[config.mk]
export PLATFORM = sky130hd
export DESIGN_NAME = freq_display
export DESIGN_NICKNAME = d
export VERILOG_FILES = /design/src/rtl/freq_display_pkg.sv /design/src/rtl/freq_display_bin2bcd.sv /design/src/rtl/freq_display.sv
export SDC_FILE = /design/constraint.sdc
export NUM_CORES = 1
export LEC_CHECK = 0
export ABC_AREA = 1
export CORE_AREA = 2 2 136 237
export DETAILED_ROUTE_END_ITERATION = 6
export DIE_AREA = 0 0 138 239
export GPL_ROUTABILITY_DRIVEN = 0
export PLACE_DENSITY = 0.54
export RECOVER_POWER = 25
export SETUP_SLACK_MARGIN = 0.3
export SYNTH_ARGS = -nofsm -noshare
export SYNTH_HDL_FRONTEND = slang
export SYNTH_HIERARCHICAL = 1
export SYNTH_SLANG_ARGS = --single-unit
[constraint.sdc]
create_clock -name CLK -period 2.93 [get_ports CLK]
set_input_delay 0.879 -clock CLK [delete_from_list [all_inputs] [get_ports CLK]]
set_output_delay 0.879 -clock CLK [all_outputs]
set_load 0.02 [all_outputs]
[src/rtl/freq_display_pkg.sv]
// Shared types and constants for the frequency display: conversion FSM states,
// BCD digit count and the active-low 7-segment decoder.
package freq_disp_pkg;

  typedef enum logic [1:0] {
    ST_IDLE  = 2'd0,
    ST_SHIFT = 2'd1,
    ST_LOAD  = 2'd2
  } conv_state_t;

  localparam int         BCD_DIGITS  = 10;
  localparam logic [6:0] SEG_BLANK   = 7'h7F;
  // Digit codes 10..15 never come out of the BCD engine, so 4'hF marks a blank slot
  localparam logic [3:0] DIGIT_BLANK = 4'hF;

  function automatic logic [6:0] seg_pattern(input logic [3:0] digit);
    logic [6:0] seg;
    case (digit)
      4'd0:    seg = 7'b1000000;
      4'd1:    seg = 7'b1111001;
      4'd2:    seg = 7'b0100100;
      4'd3:    seg = 7'b0110000;
      4'd4:    seg = 7'b0011001;
      4'd5:    seg = 7'b0010010;
      4'd6:    seg = 7'b0000010;
      4'd7:    seg = 7'b1111000;
      4'd8:    seg = 7'b0000000;
      4'd9:    seg = 7'b0010000;
      default: seg = SEG_BLANK;
    endcase
    return seg;
  endfunction

endpackage

[src/rtl/freq_display_bin2bcd.sv]
// Sequential double-dabble converter: one input bit per cycle, WIDTH cycles after start.
// done is high during the cycle that shifts in bit 0; bcd is final on the following cycle.
module bin2bcd_seq
  import freq_disp_pkg::*;
#(
  parameter int WIDTH = 32
) (
  input  logic                    CLK,
  input  logic                    RESET,
  input  logic                    start,
  input  logic [WIDTH-1:0]        bin,
  output logic                    done,
  output logic [4*BCD_DIGITS-1:0] bcd
);

  localparam int CNT_W = $clog2(WIDTH);

  logic [WIDTH-1:0]        bin_sh;
  logic [CNT_W-1:0]        bit_cnt;
  logic                    active;
  logic [4*BCD_DIGITS-1:0] bcd_adj;

  always_comb begin
    bcd_adj = bcd;
    for (int i = 0; i < BCD_DIGITS; i++) begin
      if (bcd[4*i +: 4] >= 4'd5) begin
        bcd_adj[4*i +: 4] = bcd[4*i +: 4] + 4'd3;
      end
    end
  end

  assign done = active && (bit_cnt == CNT_W'(WIDTH - 1));

  always_ff @(posedge CLK) begin
    if (RESET) begin
      active  <= 1'b0;
      bit_cnt <= '0;
      bin_sh  <= '0;
      bcd     <= '0;
    end else if (start) begin
      active  <= 1'b1;
      bit_cnt <= '0;
      bin_sh  <= bin;
      bcd     <= '0;
    end else if (active) begin
      {bcd, bin_sh} <= {bcd_adj, bin_sh} << 1;
      bit_cnt       <= bit_cnt + 1'b1;
      if (done) begin
        active <= 1'b0;
      end
    end
  end

endmodule

[src/rtl/freq_display.sv]
// Shows a binary frequency on a 4-digit multiplexed 7-segment display, auto-ranging
// values above 9999 to three significant digits plus a decimal exponent.
module freq_display
  import freq_disp_pkg::*;
#(
  parameter int REFRESH_DIV = 100000,
  parameter int WIDTH       = 32
) (
  input  logic             CLK,
  input  logic             RESET,
  input  logic [WIDTH-1:0] freq,
  output logic [6:0]       cathode,
  output logic [3:0]       anode,
  output logic             DP,
  output logic             busy
);

  localparam int REF_W = $clog2(REFRESH_DIV);

  conv_state_t state, state_nxt;
  logic [WIDTH-1:0]             snapshot;
  logic                         conv_start;
  logic                         conv_done;
  logic [4*BCD_DIGITS-1:0]      bcd;
  logic [BCD_DIGITS-1:0][3:0]   bcd_dig;
  logic [3:0]                   msd;
  logic [3:0][3:0]              fmt_digit;
  logic [3:0]                   fmt_dp;
  logic [3:0][3:0]              disp_digit;
  logic [3:0]                   dp_mask;
  logic [REF_W-1:0]             refresh_cnt;
  logic [1:0]                   scan_idx;

  bin2bcd_seq #(.WIDTH(WIDTH)) u_bin2bcd (
    .CLK   (CLK),
    .RESET (RESET),
    .start (conv_start),
    .bin   (freq),
    .done  (conv_done),
    .bcd   (bcd)
  );

  always_ff @(posedge CLK) begin
    if (RESET) begin
      state    <= ST_IDLE;
      snapshot <= '0;
    end else begin
      state <= state_nxt;
      if (conv_start) begin
        snapshot <= freq;
      end
    end
  end

  // A changed input is only noticed in IDLE, so a change during conversion is picked up afterwards
  always_comb begin
    state_nxt  = state;
    conv_start = 1'b0;
    case (state)
      ST_IDLE: begin
        if (freq != snapshot) begin
          conv_start = 1'b1;
          state_nxt  = ST_SHIFT;
        end
      end
      ST_SHIFT: begin
        if (conv_done) begin
          state_nxt = ST_LOAD;
        end
      end
      ST_LOAD: begin
        state_nxt = ST_IDLE;
      end
      default: begin
        state_nxt = ST_IDLE;
      end
    endcase
  end

  assign busy    = (state != ST_IDLE);
  assign bcd_dig = bcd;

  // Large values: three truncated significant digits, exponent in the rightmost slot
  always_comb begin
    msd       = '0;
    fmt_digit = '0;
    fmt_dp    = '0;
    for (int i = 1; i < BCD_DIGITS; i++) begin
      if (bcd_dig[i] != 4'd0) begin
        msd = 4'(i);
      end
    end
    if (msd < 4'd4) begin
      for (int j = 0; j < 4; j++) begin
        fmt_digit[j] = (j == 0 || 4'(j) <= msd) ? bcd_dig[j] : DIGIT_BLANK;
      end
    end else begin
      fmt_digit[3] = bcd_dig[msd];
      fmt_digit[2] = bcd_dig[msd - 4'd1];
      fmt_digit[1] = bcd_dig[msd - 4'd2];
      fmt_digit[0] = msd - 4'd2;
      fmt_dp       = 4'b0010;
    end
  end

  always_ff @(posedge CLK) begin
    if (RESET) begin
      disp_digit <= {DIGIT_BLANK, DIGIT_BLANK, DIGIT_BLANK, 4'd0};
      dp_mask    <= '0;
    end else if (state == ST_LOAD) begin
      disp_digit <= fmt_digit;
      dp_mask    <= fmt_dp;
    end
  end

  always_ff @(posedge CLK) begin
    if (RESET) begin
      refresh_cnt <= '0;
      scan_idx    <= '0;
    end else if (refresh_cnt == REF_W'(REFRESH_DIV - 1)) begin
      refresh_cnt <= '0;
      scan_idx    <= scan_idx + 2'd1;
    end else begin
      refresh_cnt <= refresh_cnt + 1'b1;
    end
  end

  // Anode, segments and DP are registered together so a slot never mixes two digits
  always_ff @(posedge CLK) begin
    if (RESET) begin
      anode   <= 4'b1111;
      cathode <= SEG_BLANK;
      DP      <= 1'b1;
    end else begin
      anode   <= ~(4'b0001 << scan_idx);
      cathode <= seg_pattern(disp_digit[scan_idx]);
      DP      <= ~dp_mask[scan_idx];
    end
  end

endmodule

==> key figures <==
Timing
  • Least-Margin Pin Slew: just over 0.9 ns
  • Fin. max-slew vios: 0
  • Fin crit period: 2.56 ns
  • Post-route setup slack: 0.369 ns
  • RSZ-0062 raised after global routing: true
  • Final critical-path share of the clock period: 0.874
  • Endpoints failing hold: 0
  • Worst Clk Skew: 0.00907 ns
  • Max-slew headroom: 0.381
  • Final setup viols: 0
  • Max Freq: slightly below 400 MHz

Synthesis
  • Main combinational cell family by area after synthesis: simple AND/OR/NAND/NOR gates
  • XOR/XNOR Fraction of Synth Area: 0.0306
  • Synth top area share: 0.348
  • Synthesized instance count: 1360
  • Top cells by area, synth: dfxtp_1 (35%), nand2_1 (13%), inv_1 (6.4%)
  • Post-synth EDFFs: 0
  • Sequential area share after synthesis: 0.348
  • Post-synthesis mux area share: 0
  • Most frequent cell after synthesis: nand2_1
  • Top FF cell, synth: dfxtp_1
  • Compound-cell area share of the yosys netlist: 0.138
  • Synth Area in Simple Gates: 0.321
  • Syn Nets: 1432
  • Syn Area/Cell: around 6.8 um^2
  • Adder-cell share of the synthesized area: 0.0516
  • Ys Warns: 6
  • Area leader, netlist: dfxtp_1
  • Unique masters post-synth: 43
  • Mapped Area: 9210 um^2
  • Async SR Flop Fraction: 0
  • Most frequent cells after synthesis: nand2_1 (319), dfxtp_1 (160), inv_1 (156), nor2_1 (140), nand3_1 (114)
  • FF+latch count, synth: 160

Global route
  • M2 GR Usage: 0.313
  • Most Crowded Layer GR: met2
  • Vias in the first global route: 8917
  • Total GRT Usage: 0.160
  • Largest net degree at the start of global routing: 58
  • Met1 Use GR: 0.154
  • Initial antenna violation count: 0
  • First-pass GRT wire length: 42800 um
  • Total gr overflow: 0
  • GR Util met3: 0.0292

Place
  • Post-DP HPWL: around 19000 um
  • IO buf count: 46
  • DP Area: 10500 um^2
  • Pre-CTS setup slack: -0.317 ns

Floorplanning
  • IO Pins: 47
  • Die Footprint: 33000 um^2
  • # rows: 86
  • Initial Util: 0.295
  • Die W: roughly 140 um
  • CORE AREA: 31200 um^2
  • Die H: 239 um

Power
  • PD cells: about 540 nW/um^2
  • Worst-case vdd ir drop: 0.464 mV
  • Lkg Pwr: 0.00489 uW

Layout
  • Nets: between 1.5k and 2k
  • Layout Area Growth over Synthesis: 23.7%
  • Diode count: 0
  • Final instance area: about 11000 um^2
  • Share of layout cells above drive strength 1: 0.137
  • Util after Layout: 0.365

Detailed routing
  • Via/cell ratio: between 4 and 5
  • DR DRC count: 2
  • Vias post-DR: between 8k and 9k
  • Post-route ant nets: 0
  • Drt pass-1 iters: 7
  • Final wirelength: about 26000 um
  • Wirelength per Cell: ~14 um
  • DRT iter0 DRCs: 342

Setup path
  • Crit-path max FO: 8
  • Worst endpoint data arrival time: 2.89 ns
  • CP Launch Type: primary input
  • Req. time, crit path: 3.26 ns
  • CP Capture Type: flip-flop
  • RR Startpoint: u_bin2bcd/bcd[34]
  • Worst Setup SP: freq[21]
  • Setup CP Type: primary input to flip-flop

CTS
  • Clock root cell: clkbuf_16
  • Clk Latency, worst-skew pair: 0.44 ns
  • CTS tree: done
  • Clock Pin Slew Worst Setup and Hold Paths: 0.07 ns
  • Post-CTS Setup Bufs: 0
  • H-tree levels: 4
  • Clock buffer depth: 2
  • TritonCTS buffer count: 17
  • Clk sink count: between 150 and 200

Status
  • Outcome: finished with violations
  • Failing checks: design-rule violations

Run
  • MaxCap Viol Count: 0

Hold path
  • Worst hold path class: flip-flop to flip-flop
  • Hold Crit Start: dp_mask[1]
stage by stage:
step,hold WS (ns),TNS [ns],instances,power [uW]
finish,0.434,0,1860,6190
global route,0.431,0,1860,6500
CTS,0.426,0,1857,6190
detailed placement,0.412,-22.97,1825,3660
global placement,0.404,-20.78,1825,3640
floorplan,0.391,0,1360,3230
kinds of logic after synthesis:
group	Yosys count
DFF	160
adders and majority gates	38
xor gates and xnor gates	30
AOI/OAI and AO/OA	216
and+or+nand+nor	674
buffers and inverters	242
path summary, 6_finish.rpt:
check,endpoint,slack [ns],depth (start not counted)
hold / removal,DP,0.43,1
setup / recovery,u_bin2bcd/bin_sh[20],0.37,14
hold reg to reg,DP,0.43,1
setup reg to reg,disp_digit[7],0.49,12
registers in the layout, indices dropped and copies added, names as in the netlist:
signal,count
DP,1
anode,4
cathode,7
disp_digit,16
dp_mask,1
refresh_cnt,17
scan_idx,2
snapshot,32
state,2
u_bin2bcd/active,1
u_bin2bcd/bcd,40
u_bin2bcd/bin_sh,32
u_bin2bcd/bit_cnt,5
worst max-delay path, stage by stage:
cell and delay [ns]:
clkdlybuf4s50_1 0.50, nand2_1 0.06, inv_1 0.05, o21ai_1 0.07, nor4_2 0.30, buf_4 0.18
nand4_1 0.08, nand2_2 0.12, inv_4 0.07, inv_6 0.08, nand2_8 0.08, clkbuf_16 0.19
o221ai_1 0.15, nor2_1 0.06
report_power, final:
part	switching [uW]	internal (uW)
sequential	65.5	2280
combinational	830	507
clock	964	1540
layout make-up:
cell class,count,area (um^2)
clock buffer,20,447
clock inverter,12,206
fill,3413,19800
inverter,181,687
multi-input combinational,958,5120
sequential,160,3200
tap,396,495
timing repair buffer,133,1240
metal layers:
| metal | vias to the layer above | wire, um |
|---|---|---|
| met2 | 189 | 14200 |
| li1 | 4593 | - |
| met1 | 4142 | 9750 |
| met4 | 0 | 1530 |
| met5 | - | 0 |
| met3 | 73 | 739 |
cells in the final DEF (no fill, tap or decap), types with 23 or more instances in the layout:
| master | Yosys | layout |
|---|---|---|
| buf_4 | 6 | 73 |
| nor3_1 | 37 | 37 |
| nand3_1 | 114 | 114 |
| dfxtp_1 | 160 | 159 |
| a21oi_1 | 90 | 84 |
| inv_1 | 156 | 153 |
| ha_1 | 38 | 37 |
| nand2_1 | 319 | 316 |
| inv_2 | 22 | 23 |
| nor2_1 | 140 | 141 |
| o221ai_1 | 30 | 23 |
| o21ai_0 | 59 | 58 |
| clkdlybuf4s50_1 | 0 | 24 |
what timing repair did:
action / CTS / global route
cloned: 0 / 3
pin swaps: 2 / 6
endpoints found under the setup margin: 84 / 89
resized for setup: 4 / 46
hold buffers: 0 / 0
(Power assumes the default switching activity.)
